==> src/rtl/cory_monitor_mc.sv <==
// cory_monitor_mc: passive multi-channel valid/ready protocol checker and
// performance monitor. Each channel runs a small IDLE/WAIT tracker that
// flags valid drops, data changes while stalled and stall timeouts, and
// keeps saturating transfer/valid counters plus current/maximum stall length.
// One channel at a time is exposed on a registered readback port.
module cory_monitor_mc #(
  parameter int C       = 4,
  parameter int N       = 32,
  parameter int W       = 16,
  parameter int MAX_LAT = 100,
  parameter int SW      = 2
) (
  input  logic            clk,
  input  logic            reset_n,
  input  logic [C-1:0]    i_v,
  input  logic [C*N-1:0]  i_d,
  input  logic [C-1:0]    i_r,
  input  logic            i_clr,
  input  logic [SW-1:0]   i_sel,
  output logic [C-1:0]    o_err,
  output logic            o_err_any,
  output logic [2:0]      o_err_code,
  output logic [W-1:0]    o_cnt_xfer,
  output logic [W-1:0]    o_cnt_valid,
  output logic [W-1:0]    o_lat_max,
  output logic [W-1:0]    o_lat_cur
);

  typedef enum logic {ST_IDLE, ST_WAIT} state_e;

  // Error bit positions inside each channel's sticky code.
  localparam int ERR_DROP = 0;
  localparam int ERR_DATA = 1;
  localparam int ERR_TOUT = 2;

  localparam logic [W-1:0] CNT_MAX   = '1;
  localparam logic [W-1:0] MAX_LAT_W = W'(MAX_LAT);

  // Per-channel state.
  state_e         state_q     [C];
  state_e         state_d     [C];
  logic [N-1:0]   cap_q       [C];
  logic [N-1:0]   cap_d       [C];
  logic [W-1:0]   lat_cur_q   [C];
  logic [W-1:0]   lat_cur_d   [C];
  logic [W-1:0]   lat_max_q   [C];
  logic [W-1:0]   lat_max_d   [C];
  logic [W-1:0]   cnt_xfer_q  [C];
  logic [W-1:0]   cnt_xfer_d  [C];
  logic [W-1:0]   cnt_valid_q [C];
  logic [W-1:0]   cnt_valid_d [C];
  logic [2:0]     err_q       [C];
  logic [2:0]     err_d       [C];
  logic [C-1:0]   err_vec_d;

  // Readback mux results (post-update values of the selected channel).
  logic [2:0]     sel_code;
  logic [W-1:0]   sel_xfer;
  logic [W-1:0]   sel_valid;
  logic [W-1:0]   sel_lat_max;
  logic [W-1:0]   sel_lat_cur;

  function automatic logic [W-1:0] sat_inc(input logic [W-1:0] x);
    return (x == CNT_MAX) ? x : x + W'(1);
  endfunction

  function automatic logic [W-1:0] max_w(input logic [W-1:0] a, input logic [W-1:0] b);
    return (a > b) ? a : b;
  endfunction

  // Next-state logic for every channel: clear first, then this cycle's events.
  always_comb begin
    for (int k = 0; k < C; k++) begin
      // NOTE: every comb output gets a default before any branch so no latch
      // is inferred; blocking '=' is correct here, '<=' only in always_ff.
      state_d[k]     = state_q[k];
      cap_d[k]       = cap_q[k];
      lat_cur_d[k]   = lat_cur_q[k];
      lat_max_d[k]   = i_clr ? '0 : lat_max_q[k];
      cnt_xfer_d[k]  = i_clr ? '0 : cnt_xfer_q[k];
      cnt_valid_d[k] = i_clr ? '0 : cnt_valid_q[k];
      err_d[k]       = i_clr ? '0 : err_q[k];

      if (i_v[k]) cnt_valid_d[k] = sat_inc(cnt_valid_d[k]);
      if (i_v[k] && i_r[k]) cnt_xfer_d[k] = sat_inc(cnt_xfer_d[k]);

      case (state_q[k])
        ST_IDLE: begin
          // An immediate accept has latency 0, which never raises lat_max.
          if (i_v[k] && !i_r[k]) begin
            state_d[k]   = ST_WAIT;
            cap_d[k]     = i_d[k*N +: N];
            lat_cur_d[k] = W'(1);
          end
        end
        ST_WAIT: begin
          if (i_v[k]) begin
            if (i_d[k*N +: N] != cap_q[k]) err_d[k][ERR_DATA] = 1'b1;
            if (i_r[k]) begin
              state_d[k]   = ST_IDLE;
              lat_max_d[k] = max_w(lat_max_d[k], lat_cur_q[k]);
              lat_cur_d[k] = '0;
            end else begin
              lat_cur_d[k] = sat_inc(lat_cur_q[k]);
            end
          end else begin
            state_d[k]             = ST_IDLE;
            err_d[k][ERR_DROP]     = 1'b1;
            lat_max_d[k]           = max_w(lat_max_d[k], lat_cur_q[k]);
            lat_cur_d[k]           = '0;
          end
        end
        default: state_d[k] = ST_IDLE;
      endcase

      // Timeout fires only on the step onto MAX_LAT, so once per stall even
      // when the counter saturates at that value.
      if (lat_cur_d[k] == MAX_LAT_W && lat_cur_q[k] != MAX_LAT_W) begin
        err_d[k][ERR_TOUT] = 1'b1;
        lat_max_d[k]       = max_w(lat_max_d[k], MAX_LAT_W);
      end

      err_vec_d[k] = |err_d[k];
    end
  end

  // Readback selection; an out-of-range select matches no channel and reads 0.
  always_comb begin
    sel_code    = '0;
    sel_xfer    = '0;
    sel_valid   = '0;
    sel_lat_max = '0;
    sel_lat_cur = '0;
    for (int k = 0; k < C; k++) begin
      if (i_sel == SW'(k)) begin
        sel_code    = err_d[k];
        sel_xfer    = cnt_xfer_d[k];
        sel_valid   = cnt_valid_d[k];
        sel_lat_max = lat_max_d[k];
        sel_lat_cur = lat_cur_d[k];
      end
    end
  end

  // State and output registers with synchronous active-low reset.
  always_ff @(posedge clk) begin
    if (!reset_n) begin
      // NOTE: these per-channel arrays are flop-based state, not RAM, so
      // resetting every entry is intended and keeps captured data defined.
      for (int k = 0; k < C; k++) begin
        state_q[k]     <= ST_IDLE;
        cap_q[k]       <= '0;
        lat_cur_q[k]   <= '0;
        lat_max_q[k]   <= '0;
        cnt_xfer_q[k]  <= '0;
        cnt_valid_q[k] <= '0;
        err_q[k]       <= '0;
      end
      o_err       <= '0;
      o_err_any   <= 1'b0;
      o_err_code  <= '0;
      o_cnt_xfer  <= '0;
      o_cnt_valid <= '0;
      o_lat_max   <= '0;
      o_lat_cur   <= '0;
    end else begin
      for (int k = 0; k < C; k++) begin
        state_q[k]     <= state_d[k];
        cap_q[k]       <= cap_d[k];
        lat_cur_q[k]   <= lat_cur_d[k];
        lat_max_q[k]   <= lat_max_d[k];
        cnt_xfer_q[k]  <= cnt_xfer_d[k];
        cnt_valid_q[k] <= cnt_valid_d[k];
        err_q[k]       <= err_d[k];
      end
      o_err       <= err_vec_d;
      o_err_any   <= |err_vec_d;
      o_err_code  <= sel_code;
      o_cnt_xfer  <= sel_xfer;
      o_cnt_valid <= sel_valid;
      o_lat_max   <= sel_lat_max;
      o_lat_cur   <= sel_lat_cur;
    end
  end

endmodule

==> config.mk <==
export PLATFORM = sky130hd
export DESIGN_NAME = cory_monitor_mc
export DESIGN_NICKNAME = d
export VERILOG_FILES = /design/src/rtl/cory_monitor_mc.sv
export SDC_FILE = /design/constraint.sdc
export NUM_CORES = 1
export LEC_CHECK = 0
export ABC_AREA = 1
export CAP_MARGIN = 10
export CELL_PAD_IN_SITES_DETAIL_PLACEMENT = 1
export CELL_PAD_IN_SITES_GLOBAL_PLACEMENT = 2
export CORE_MARGIN = 2
export CORE_UTILIZATION = 33
export DETAILED_ROUTE_END_ITERATION = 6
export GPL_TIMING_DRIVEN = 0
export PLACE_DENSITY = 0.89
export SYNTH_ARGS = -nofsm -noshare
export SYNTH_HDL_FRONTEND = slang
export SYNTH_SLANG_ARGS = --single-unit
export TNS_END_PERCENT = 1
==> constraint.sdc <==
create_clock -name clk -period 4.99 [get_ports clk]
set_clock_uncertainty 0.1 [all_clocks]
set_input_delay 0.998 -clock clk [delete_from_list [all_inputs] [get_ports clk]]
set_output_delay 0.998 -clock clk [all_outputs]
set_load 0.01 [all_outputs]
==> impl_metrics.ini <==
[hold_path]
hold_class = reg -> reg

[synthesis]
synthMostInstantiatedCell = nand2_1
synth_seq_area_share = 0.352
syn_inst = 4021
synth_top_cell_by_area = dfxtp_1
synth_edf_count = 0
synth_ff_type = dfxtp_1
syn-num-nets = 4242
ys_types = 59
yosysTopAreaCellShare = 0.352
synth_area_um2 = 26800
yosys-top-cells-count = nand2_1, nor2_1, dfxtp_1
ys_warn_count = 0
ys_ff_latch = 472
synth_area_per_cell_um2 = 6.67
postSynth.asyncResetShare = 0
synth_area_leaders = dfxtp_1, nand2_1, nor2_1, inv_1, nand3_1

[clocking]
cts_tree = built
clk_latency_ns = 0.64
htree_levels = 2
clk_path_buf_depth = 3
clk_pin_slew_ns = 0.06
clock-sinks = 472
clockRootBuffer = clkbuf_16
cts_buffers = 57
cts_setup_buffers = 0

[final_layout]
fillers = 10246
area_growth_pct = 20.3
fin_nets = 4506
multi_input_comb_area_um2 = 14900
final_core_util = 0.401
drive_gt1_frac = 0.0674
ff_latch_area_um2 = 9450

[worst_setup_path]
max_stage_delay_ns = 0.26
worstSetupStartpointType = input pin
crit_top_cell = nand2_1
cp_slowest_cell = ha_1
worstPathMaxFanout = 10
crit_arrival_ns = 5.36
cp-end-kind = flip-flop
criticalPathCategory = in -> reg
required_ns = 5.45

[sta]
drv_slew = 0
period_minus_slack_ns = 4.90
hold_viol_final = 0
fmax_ghz = 0.204
max_slew_margin = 0.141
fin_ws_ns = 0.0854
rsz0062_at_grt = yes
finalSetupViolCount = 0
tightest_slew_ns = 1.29
fin_crit_sh = 0.983
hold_ws_ns = 0.370

[power_and_ir_drop]
cellLeakagePower_nw = 13.2
p_per_area_nw_per_um2 = 301
ir_drop_mv = 0.240

[grt]
grt_overflow = 0
grt_usage = 0.286
antenna_found_initial = 10
grt_start_max_net_pins = 20
grt_pass1_wl_um = 179000
first_global_vias = 28703

[drt]
routed_wirelength_um = 121000
drc = 0
drt-pass1-iter-count = 7
num_vias = 28803
viasPerCell = 5.34
drtIter0Drc = 2267
ant_nets = 0
wl_per_cell_um = 22.5

[die]
die_h_um = 289
die-area_um2 = 83600
rows = 104
dieWidth_um = 289
initial_core_util = 0.333
ios = 213
core_area_um2 = 80500

[placed_design]
port_buffers = 207
place_congestion = 0.982
dp_hpwl_um = 94900
pre_cts_ws_ns = -1.33

[status]
outcome = complete, no violations

[job]
maxCapViolCount = 0
worst max-delay path, delay by kind of cell:
family	cells	cell delay [ns]
AO/OA/AOI/OAI	2	0.32
adder cells (fa/ha/maj)	1	0.26
buffers and inverters	8	1.52
AND/OR/NAND/NOR	18	2.20
cells by family (layout without fill, tap and decap cells):
group           Yosys count  after routing  share of synthesized area
compound gates          543            543                      0.114
buf+inv                 657            966                     0.0964
flops                   472            472                      0.352
fa+ha+maj                80             80                     0.0373
other cells               0              1                          0
simple gates           2074           2074                      0.336
xor+xnor                195            195                     0.0637
per-stage QoR:
step | TNS [ns] | std cells | total power [mW] | cell area, um2
global placement | -96.43 | 5288 | 5.29 | 30200
CTS | 0 | 5390 | 9.73 | 32200
finish | 0 | 5391 | 9.71 | 32300
global route | -0.0103 | 5390 | 10.0 | 32300
detailed placement | -102.99 | 5288 | 5.30 | 30200
floorplan | 0 | 4021 | 4.70 | 26800
power by group:
group          leakage, nW  total [mW]  internal (mW)  switching (mW)
Clock                0.950        4.44           2.58            1.86
Combinational         8.44        1.32          0.432           0.889
Sequential            3.84        3.94           3.89          0.0541
metal layers:
layer,global-route usage,up-vias,part of all wire
met5,0,-,0.00041
met4,0.105,8,0.040
met3,0.0613,252,0.085
met2,0.451,1073,0.44
met1,0.384,13960,0.44
li1,-,13510,-
what timing repair did:
item / 4_1_cts / 5_1_grt
hold buffers: 0 / 0
endpoints found under the setup margin: 73 / 8
gates resized for setup: 19 / 15
path summary, 6_finish.rpt:
path / from / endpoint / slack (ns) / depth (start not counted)
setup / recovery: i_clr / o_lat_max[2] / 0.09 / 29
hold / removal: cap_q[3][24] / cap_q[3][24] / 0.37 / 2
setup reg to reg: lat_cur_q[0][8] / o_lat_max[2] / 1.04 / 20
hold reg to reg: cap_q[3][24] / cap_q[3][24] / 0.37 / 2
layout by cell type (no fill, tap or decap), types with 28 or more instances in the layout:
master,synthesis,final
nand2_1,819,819
nor2_1,665,663
dfxtp_1,472,472
inv_1,462,462
nand3_1,289,289
a21oi_1,210,210
clkdlybuf4s50_1,0,207
o21ai_0,176,170
xnor2_1,118,118
clkbuf_1,107,114
nand4_1,92,92
ha_1,80,80
xor2_1,77,77
nor3_1,61,61
clkbuf_16,0,58
o22ai_1,38,38
inv_2,34,34
nor4_1,28,28
layout make-up:
class,count,share of cell area
buffer,158,0.0227
sequential,472,0.293
clock buffer,71,0.0480
clock inverter,33,0.0124
inverter,497,0.0579
antenna,1,0.0000776
multi-input combinational,2892,0.461
timing repair buffer,207,0.0642
tap,1060,0.0411
state kept, by name (all words and copies together) (netlist names):
register / flops
err_q: 12
lat_cur_q: 64
cnt_xfer_q: 64
lat_max_q: 64
o_lat_max: 16
o_lat_cur: 16
state_q: 4
cnt_valid_q: 64
o_cnt_valid: 16
o_err: 4
o_err_code: 3
o_cnt_xfer: 16
o_err_any: 1
cap_q: 128
Note: power is estimated with default switching activity, not from simulation.
